<file path="config.mk">
export PLATFORM = sky130hd
export DESIGN_NAME = plab5_mcore_tdm_mem_arb
export DESIGN_NICKNAME = d
export VERILOG_FILES = /design/src/rtl/plab5_mcore_tdm_pkg.sv /design/src/rtl/plab5_mcore_tdm_slot_timer.sv /design/src/rtl/plab5_mcore_tdm_mem_arb.sv
export SDC_FILE = /design/constraint.sdc
export NUM_CORES = 1
export LEC_CHECK = 0
export BUFFER_PORTS_ARGS = -buffer_cell sky130_fd_sc_hd__buf_2
export CAP_MARGIN = 20
export CORE_AREA = 2 2 377 379
export CTS_CLUSTER_DIAMETER = 200
export DETAILED_ROUTE_END_ITERATION = 6
export DIE_AREA = 0 0 379 381
export GPL_TIMING_DRIVEN = 0
export PLACE_DENSITY = 0.32
export SLEW_MARGIN = 20
export SYNTH_ARGS = -nofsm -noshare
export SYNTH_HDL_FRONTEND = slang
export SYNTH_SLANG_ARGS = --single-unit
</file>
<file path="constraint.sdc">
create_clock -name clk -period 1.2 [get_ports clk]
set_input_delay 0.06 -clock clk [delete_from_list [all_inputs] [get_ports clk]]
set_output_delay 0.06 -clock clk [all_outputs]
set_load 0.02 [all_outputs]
</file>
<file path="src/rtl/plab5_mcore_tdm_pkg.sv">
//------------------------------------------------------------------------------
// plab5_mcore_tdm_pkg
// Shared FSM encodings, domain constants and memory message widths.
// Revision: 1.0
//------------------------------------------------------------------------------
`default_nettype none

package plab5_mcore_tdm_pkg;

   typedef enum logic {
      ST_IDLE = 1'b0,
      ST_WAIT = 1'b1
   } arb_state_e;

   localparam logic D0 = 1'b0;
   localparam logic D1 = 1'b1;

   // Memory request: type(3) + opaque + addr + len + data
   function automatic int vc_mem_req_nbits(input int o, input int a, input int d);
      return 3 + o + a + $clog2(d/8) + d;
   endfunction

   // Memory response: type(3) + opaque + test(2) + len + data
   function automatic int vc_mem_resp_nbits(input int o, input int d);
      return 3 + o + 2 + $clog2(d/8) + d;
   endfunction

endpackage

`default_nettype wire

</file>
<file path="src/rtl/plab5_mcore_tdm_slot_timer.sv">
//------------------------------------------------------------------------------
// plab5_mcore_tdm_slot_timer
// Free-running slot counter: owner toggles every p_slot_len cycles.
// Revision: 1.0
//------------------------------------------------------------------------------
`default_nettype none

module plab5_mcore_tdm_slot_timer #(
   parameter int p_slot_len = 8,
   parameter int p_guard    = 3
)(
   input  logic clk,
   input  logic reset,
   output logic owner_o,
   output logic win_o
);

   localparam int            CW         = $clog2(p_slot_len + 1);
   localparam logic [CW-1:0] C_LAST     = CW'(p_slot_len - 1);
   localparam logic [CW-1:0] C_WIN_END  = CW'(p_slot_len - p_guard);

   logic [CW-1:0] cnt_q, cnt_d;
   logic          owner_q, owner_d;

   // Never looks at traffic, so neither domain can perturb the schedule
   always_comb begin
      cnt_d   = cnt_q + CW'(1);
      owner_d = owner_q;
      if (cnt_q == C_LAST) begin
         cnt_d   = '0;
         owner_d = ~owner_q;
      end
   end

   always_ff @(posedge clk or posedge reset) begin
      if (reset) begin
         cnt_q   <= '0;
         owner_q <= 1'b0;
      end else begin
         cnt_q   <= cnt_d;
         owner_q <= owner_d;
      end
   end

   assign owner_o = owner_q;
   assign win_o   = (cnt_q < C_WIN_END);

endmodule

`default_nettype wire

</file>
<file path="src/rtl/plab5_mcore_tdm_mem_arb.sv">
//------------------------------------------------------------------------------
// plab5_mcore_tdm_mem_arb
// Time-division memory arbiter between two security domains, one request in flight.
// Revision: 1.0
//------------------------------------------------------------------------------
`default_nettype none

module plab5_mcore_tdm_mem_arb
   import plab5_mcore_tdm_pkg::*;
#(
   parameter int  p_opaque_nbits = 8,
   parameter int  p_addr_nbits   = 32,
   parameter int  p_data_nbits   = 128,
   parameter int  p_slot_len     = 8,
   parameter int  p_guard        = 3,
   localparam int c_memreq_nbits  = vc_mem_req_nbits(p_opaque_nbits, p_addr_nbits, p_data_nbits),
   localparam int c_memresp_nbits = vc_mem_resp_nbits(p_opaque_nbits, p_data_nbits)
)(
   input  logic                                  clk,
   input  logic                                  reset,

   input  logic [c_memreq_nbits-1:0]             req0_msg,
   input  logic                                  req0_val,
   output logic                                  req0_rdy,
   input  logic [c_memreq_nbits-1:0]             req1_msg,
   input  logic                                  req1_val,
   output logic                                  req1_rdy,

   output logic [c_memresp_nbits-1:0]            resp0_msg,
   output logic                                  resp0_val,
   input  logic                                  resp0_rdy,
   output logic [c_memresp_nbits-1:0]            resp1_msg,
   output logic                                  resp1_val,
   input  logic                                  resp1_rdy,

   output logic [c_memreq_nbits-p_data_nbits-1:0] memreq_control,
   output logic [p_data_nbits-1:0]               memreq_data,
   output logic                                  memreq_domain,
   output logic                                  memreq_val,
   input  logic                                  memreq_rdy,

   input  logic [c_memresp_nbits-p_data_nbits-1:0] memresp_control,
   input  logic [p_data_nbits-1:0]               memresp_data,
   input  logic                                  memresp_domain,
   input  logic                                  memresp_val,
   output logic                                  memresp_rdy,

   output logic                                  slot_owner,
   output logic                                  violation
);

   logic       owner, win;
   arb_state_e state_q, state_d;
   logic       tag_q, tag_d;
   logic       violation_q, violation_d;
   logic [c_memreq_nbits-1:0] sel_msg;
   logic       sel_val;
   logic       resp_fire;

   plab5_mcore_tdm_slot_timer #(
      .p_slot_len (p_slot_len),
      .p_guard    (p_guard)
   ) u_timer (
      .clk     (clk),
      .reset   (reset),
      .owner_o (owner),
      .win_o   (win)
   );

   assign sel_msg        = (owner == D1) ? req1_msg : req0_msg;
   assign sel_val        = (owner == D1) ? req1_val : req0_val;
   assign memreq_control = sel_msg[c_memreq_nbits-1:p_data_nbits];
   assign memreq_data    = sel_msg[p_data_nbits-1:0];
   assign memreq_domain  = owner;
   assign resp0_msg      = {memresp_control, memresp_data};
   assign resp1_msg      = {memresp_control, memresp_data};
   assign slot_owner     = owner;
   assign violation      = violation_q;

   always_comb begin
      state_d     = state_q;
      tag_d       = tag_q;
      req0_rdy    = 1'b0;
      req1_rdy    = 1'b0;
      memreq_val  = 1'b0;
      resp0_val   = 1'b0;
      resp1_val   = 1'b0;
      memresp_rdy = 1'b0;
      resp_fire   = 1'b0;
      violation_d = violation_q;
      case (state_q)
         ST_IDLE: begin
            memreq_val = sel_val & win;
            req0_rdy   = (owner == D0) & memreq_rdy & win;
            req1_rdy   = (owner == D1) & memreq_rdy & win;
            if (memreq_val && memreq_rdy) begin
               tag_d   = owner;
               state_d = ST_WAIT;
            end
            // A response with nothing outstanding is left unconsumed
            if (memresp_val) violation_d = 1'b1;
         end
         ST_WAIT: begin
            memresp_rdy = (tag_q == D1) ? resp1_rdy : resp0_rdy;
            resp0_val   = memresp_val & (tag_q == D0);
            resp1_val   = memresp_val & (tag_q == D1);
            resp_fire   = memresp_val & memresp_rdy;
            if (resp_fire) begin
               state_d = ST_IDLE;
               if ((owner != tag_q) || (memresp_domain != tag_q)) violation_d = 1'b1;
            end
         end
         default: state_d = ST_IDLE;
      endcase
   end

   always_ff @(posedge clk or posedge reset) begin
      if (reset) begin
         state_q     <= ST_IDLE;
         tag_q       <= D0;
         violation_q <= 1'b0;
      end else begin
         state_q     <= state_d;
         tag_q       <= tag_d;
         violation_q <= violation_d;
      end
   end

endmodule

`default_nettype wire

</file>
Yosys cells after proc, flatten, opt, wreduce, memory -nomap -nowiden
Cells that the tools add are included.
- bits in registers: 8
- bits in latches: 0
- RAM bits: 0
- memories: 0
- bits in read-only memories: 0
- output and inout bits: 474
- multipliers: 0
- multiplexer cells: 17
- equal/unequal tests: 6
- shift-type cells: 0
- divide/modulo/power cells: 0
- $lt $le $gt $ge: 1
- bitwise logic cells: 11
- add/subtract/negate cells: 1
- reductions and logical operators: 4
- operators by type and width (operator ; count):
    $mux 175 ; 1
    $mux 1 ; 13
    $and 1x1->1 ; 8
    $add 4x1->4 const B ; 1
    $eq 4x3->1 const B ; 1
    $lt 4x3->1 const B ; 1
    $mux 4 ; 1
    $ne 2x1->1 const B ; 2
    $pmux 1 s2 ; 2
    $not 1->1 ; 3
    $reduce_and 3->1 ; 1
    $ne 1x1->1 ; 2
    $ne 2x2->1 const B ; 1
    $reduce_and 2->1 ; 1
    $logic_and 1x1->1 ; 1
    $logic_or 1x1->1 ; 1

Longest topological paths before layout
- word-level depth: 5
- gate-level depth with buffers: 5
- mapped depth without buffers: 5

By module
Synthesis repeated with hierarchy kept, for this count alone.
- cells, all modules: 533
- area total of the unflattened synthesis: 4772.1 µm²
- modules (own cells, without submodules) (module ; instances ; seq. area each (µm²) ; cells an instance ; area an instance (µm²)):
    plab5_mcore_tdm_mem_arb ; 1 ; 75.1 ; 514 ; 4541.9
    plab5_mcore_tdm_slot_timer ; 1 ; 125.1 ; 19 ; 230.2

Worst setup path before layout
No wires, ideal clock.
- path type: flip-flop to output port
- start: reg u_timer.cnt_q[0]
- end: out req0_rdy
- arrival: 1.352 ns
- stages on the path, launching flop included: 6
- path slack: -0.212 ns
- data required time: 1.140 ns
- path through: dfrtp_1 -> inv_1 -> ha_1 -> nor2b_4 -> or3_4 -> nor3b_2
- cells in the longest elaborated chain, start to end: 3
- ends and longest elaborated chain (what ; RTL line ; text):
    from (decl) ; plab5_mcore_tdm_slot_timer.sv:22 ; logic [CW-1:0] cnt_q, cnt_d;
    from (signal assigned) ; plab5_mcore_tdm_slot_timer.sv:40 ; cnt_q <= cnt_d;
    $lt 4x3->1 ; plab5_mcore_tdm_slot_timer.sv:46 ; assign win_o = (cnt_q < C_WIN_END);
    $and 1x1->1 ; plab5_mcore_tdm_mem_arb.sv:94 ; req0_rdy = (owner == D0) & memreq_rdy & win;
    $mux 1 ; plab5_mcore_tdm_mem_arb.sv:91 ; case (state_q)
    to (decl) ; plab5_mcore_tdm_mem_arb.sv:24 ; output logic req0_rdy,
Every way passes these cells.

Worst setup path in the final report
- start: reg u_timer.owner_q, in the netlist u_timer.owner_o
- end: out memreq_data[32]
- cells in the longest elaborated chain, start to end: 1
- ends and longest elaborated chain (what ; RTL line ; text):
    from (decl) ; plab5_mcore_tdm_slot_timer.sv:23 ; logic owner_q, owner_d;
    from (signal assigned) ; plab5_mcore_tdm_slot_timer.sv:41 ; owner_q <= owner_d;
    $mux 175 ; plab5_mcore_tdm_mem_arb.sv:70 ; assign sel_msg = (owner == D1) ? req1_msg : req0_msg;
    to (decl) ; plab5_mcore_tdm_mem_arb.sv:37 ; output logic [p_data_nbits-1:0] memreq_data,
Every way passes these cells.

==> impl.org <==
** Status
- Result of the run :: complete, but fails checks
- The final reports fail on negative setup slack.

** STA
- After layout, the worst path uses 145.2% of the clock period.
- Slew Limit Headroom :: about four fifths
- Max frequency :: 0.5741 GHz
- For the pin with the worst max-slew slack, the measured transition is 317.0 ps.
- For the finished layout, the period the worst path requires is 1742 ps.
- Fin. max-slew vios :: 0
- Hold timing on the final database bottoms out at a slack of ~130 ps.
- Post-route clock skew :: 1.612 ps
- Setup violation total in the final timing report :: approximately 180
- Setup repair after global routing could not meet its margin everywhere.
- Smallest setup slack after layout :: -541.8 ps
- The number of hold violations in the final report is 0.

** Clocking
- CTS built an H-tree with a depth of 1.
- In this run, CTS created clock tree buffers numbering 3.
- TritonCTS clock tree :: done
- The tree is rooted in a sky130_fd_sc_hd__clkbuf_16.
- Max Root-Sink Buffers :: 2
- Counting every sink on the clock net gives 8.
- The later pin in the worst-skew pair is clocked with a latency of 230 ps.
- After clock tree synthesis, the clock-pin slew on the worst setup and hold paths is 40 ps.

** Power and ir drop
- For this design the ratio of total power to cell area is 401.3 nW/um2.
- Of the total power, combinational logic draws 82.2%.
- Total chip power :: between 4 and 5 mW
- The clock network burns 11.8% of the power.
- The analysis attributes to net switching a power of ~2.2 mW.
- Switching power as a share of total power :: 44.74%
- In this run, flip-flops and latches consume 5.9% of the power.
- Leakage :: roughly 6.3 nW
- Internal power comes to 2.738 mW.
- Across the VDD grid, the largest voltage drop is 0.3827 mV.

** Worst hold path
- The path with the worst hold slack has its endpoint at violation.
- Worst min-delay path class :: in2reg
- Along the worst hold path, the cell count comes to 3.
- The startpoint identified for the worst hold timing path is memresp_val.

** Synth
- The most used flip-flop cell after synthesis is sky130_fd_sc_hd__dfrtp_1.
- Share of the synthesized netlist area taken by xor and xnor gates :: less than 1%
- Share of synthesized area spent on multiplexers :: 41.28%
- Commonest cells post-synth :: 293 x sky130_fd_sc_hd__buf_4, 176 x sky130_fd_sc_hd__mux2_2, 18 x sky130_fd_sc_hd__buf_6
- In this run, synthesis inferred 0 flip-flops with an integrated enable.
- Main combinational cell family by area after synthesis :: buffers and inverters
- Adder-cell share of the synthesized area :: less than 1%
- Net count after synthesis :: between 1000 and 1500
- Summing the areas of all compound-gate instances in the mapped netlist gives 1.086% of the synthesized area.
- Flip-flop and latch count after synthesis :: 8
- The share of the Yosys chip area taken by registers is approximately 4.1%.
- Top cell type's share of synthesized area :: 45.47%
- Sorting the synthesized cells by area gives the leading types as sky130_fd_sc_hd__buf_4 45%, sky130_fd_sc_hd__mux2_2 41%, sky130_fd_sc_hd__buf_6 4.2%.
- Average size of a mapped cell :: ~9 um2
- The largest total area in the synthesized netlist belongs to sky130_fd_sc_hd__buf_4.
- Number of library cell types mapped by synthesis :: 28
- Summing the areas of all and, or, nand and nor instances in the mapped netlist gives 2.561% of the synthesized area.
- Total standard cell area after synthesis :: 4837 um2
- The most common cell in the synthesized netlist is sky130_fd_sc_hd__buf_4.
- Counting every instance in the synthesized netlist gives approximately 530.
- After synthesis, the share of flip-flops with an asynchronous set or reset is 100.0%.
- Total number of yosys warnings :: 0

** Routing
- Vias per cell :: 2.166
- Total via count in the routed design :: 7082
- For this run, the detailed router's first-pass iteration total came to 4.
- In the routed design, unresolved DRC markers number 0.
- Routed WL per cell :: 19.46 um
- Post-Route WL :: 63620 um
- Number of nets with antenna violations after routing :: 0
- The detailed router finished its first iteration with 248 violations.

** Layout
- Cells with a size suffix above 1 make up 97.74% of the layout.
- Layout Nets :: 1880
- Final Non-Filler Cells :: 3270
- Synthesis-to-layout area growth :: 155.3%

** GRT
- Entering global routing, the biggest net connects 11 pins.
- Antenna violations before repair :: 113
- Aggregate global routing overflow :: 0
- Wire length of the first global-routing pass :: approximately 75000 um
- Global routing consumed, over all layers together, just over 8% of the routing resources.
- The via count of the first global-routing pass was 6545.

** Floorplan
- The die covers 144400 um2.
- In this run the core area contains 138 standard-cell rows.
- The initial utilization of the core area, before any placement, comes to 3.442%.
- For this design the top-level I/O count stands at 978.
- Die boundary height :: between 300 and 400 um
- Measured along the x axis, the die boundary spans 379 um.
- Core Area :: 140600 um2

** Placed design
- The HPWL after detailed placement is approximately 62000 um.
- Placer Congestion :: 0.9036
- Placed Cells incl. Taps :: 3253
- I/O Buffers :: 832

** Worst setup path
- Startpoint type of the worst setup path :: flop
- Critical path data required time :: 1140 ps
- R2R Path Start :: u_timer.owner_o
- STA classifies the critical path endpoint as an output pin.
- Reg2reg path depth :: 3
- Critical path start-end classification :: reg2out
- Destination of the worst register-to-register timing path :: state_q
- In this run the worst path has a maximum fanout of 10.
- Crit path DAT :: 1680 ps
- Flop-to-flop setup slack :: -180 ps

** Run
- Total of max-cap violations :: 0
[cell usage in the layout, fill, tap and decap left out, drive strengths merged]
| master | instances |
|---|---|
| o41ai | 1 |
| nand3 | 3 |
| nor3 | 3 |
| nor2 | 1 |
| and2 | 2 |
| a31oi | 1 |
| and3 | 3 |
| dlygate4sd3 | 1 |
| a21o | 1 |
| o31ai | 1 |
| xor2 | 1 |
| dfrtp | 8 |
| nand2 | 4 |
| mux2 | 177 |
| buf | 1148 |
| inv | 5 |
| clkbuf | 4 |
| xnor2 | 1 |
| a21oi | 1 |
| a32o | 1 |
| nor2b | 1 |
| nor3b | 1 |
| ha | 2 |
| diode | 7 |
| o211ai | 1 |
| or3 | 1 |
[sequential cells by signal, indices dropped and copies added, names as in the netlist]
register         count
u_timer.cnt_q        4
u_timer.owner_o      1
state_q              1
violation            1
tag_q                1
[power groups by stage]
stage / sequential [mW] / clock, mW / combinational, mW
2_1_floorplan: 0.293 / 0 / 2.37
3_3_place_gp: 0.300 / 0 / 4.06
3_5_place_dp: 0.299 / 0 / 4.05
4_1_cts: 0.295 / 0.598 / 4.11
5_1_grt: 0.297 / 0.613 / 4.29
6_report: 0.295 / 0.586 / 4.08
[worst max-delay path: stages, from the launching register on]
cell,delay [ps]
sky130_fd_sc_hd__dfrtp_4,500
sky130_fd_sc_hd__buf_12,190
sky130_fd_sc_hd__buf_6,210
sky130_fd_sc_hd__mux2_4,350
sky130_fd_sc_hd__buf_2,170
[area by class of cell]
cell class                 instances  area [um2]
inverter                           5       18.77
fill                           16660      128200
antenna                            7       17.52
tap                             1890        2365
timing repair buffer             838        4293
multi-input combinational        207        2897
buffer                           311        2474
sequential                         8       206.4
clock buffer                       4       78.83
[metal layers]
metal,global-route usage (%),wire (um)
met5,0,104
met4,0.5879,1398
met3,1.797,5803
met2,14.49,30360
met1,10.29,25950
[repair_timing]
item,CTS,global route
hold buffers,1,0
endpoints found under the setup margin,186,186
gates resized for setup,28,12
setup buffers,5,0
endpoints found under the hold margin,8,0
pin swaps,0,0
[through the flow]
stage | setup WS [ps] | instance area (um2) | TNS, ps | util, %
finish | -541.8 | 12350 | -86060 | 8.786
global route | -603.7 | 12330 | -99990 | 8.774
global placement | -542.5 | 12070 | -71620 | 8.591
floorplan | -136.3 | 5545 | -1129 | -
CTS | -593.2 | 12290 | -96920 | 8.746
detailed placement | -543.4 | 12070 | -72600 | 8.591
[cell families after synthesis]
kind of cell	Yosys count
AO/OA/AOI/OAI	7
XOR/XNOR	2
adder cells (fa/ha/maj)	2
buffers and inverters	316
flip-flops	8
multiplexers	177
AND/OR/NAND/NOR	19
[how the worst max path moves through the flow]
| stage | startpoint | to | slack [ps] | depth (start not counted) |
|---|---|---|---|---|
| 2_1_floorplan | u_timer.cnt_q[0] | req0_rdy | -140 | 5 |
| 3_3_place_gp | u_timer.owner_o | memreq_data[54] | -540 | 4 |
| 3_5_place_dp | u_timer.owner_o | memreq_data[54] | -540 | 4 |
| 4_1_cts | u_timer.owner_o | memreq_data[12] | -590 | 4 |
| 5_1_grt | u_timer.owner_o | memreq_data[35] | -600 | 4 |
| 6_report | u_timer.owner_o | memreq_data[32] | -540 | 4 |
Note: power is estimated with default switching activity, not from simulation.
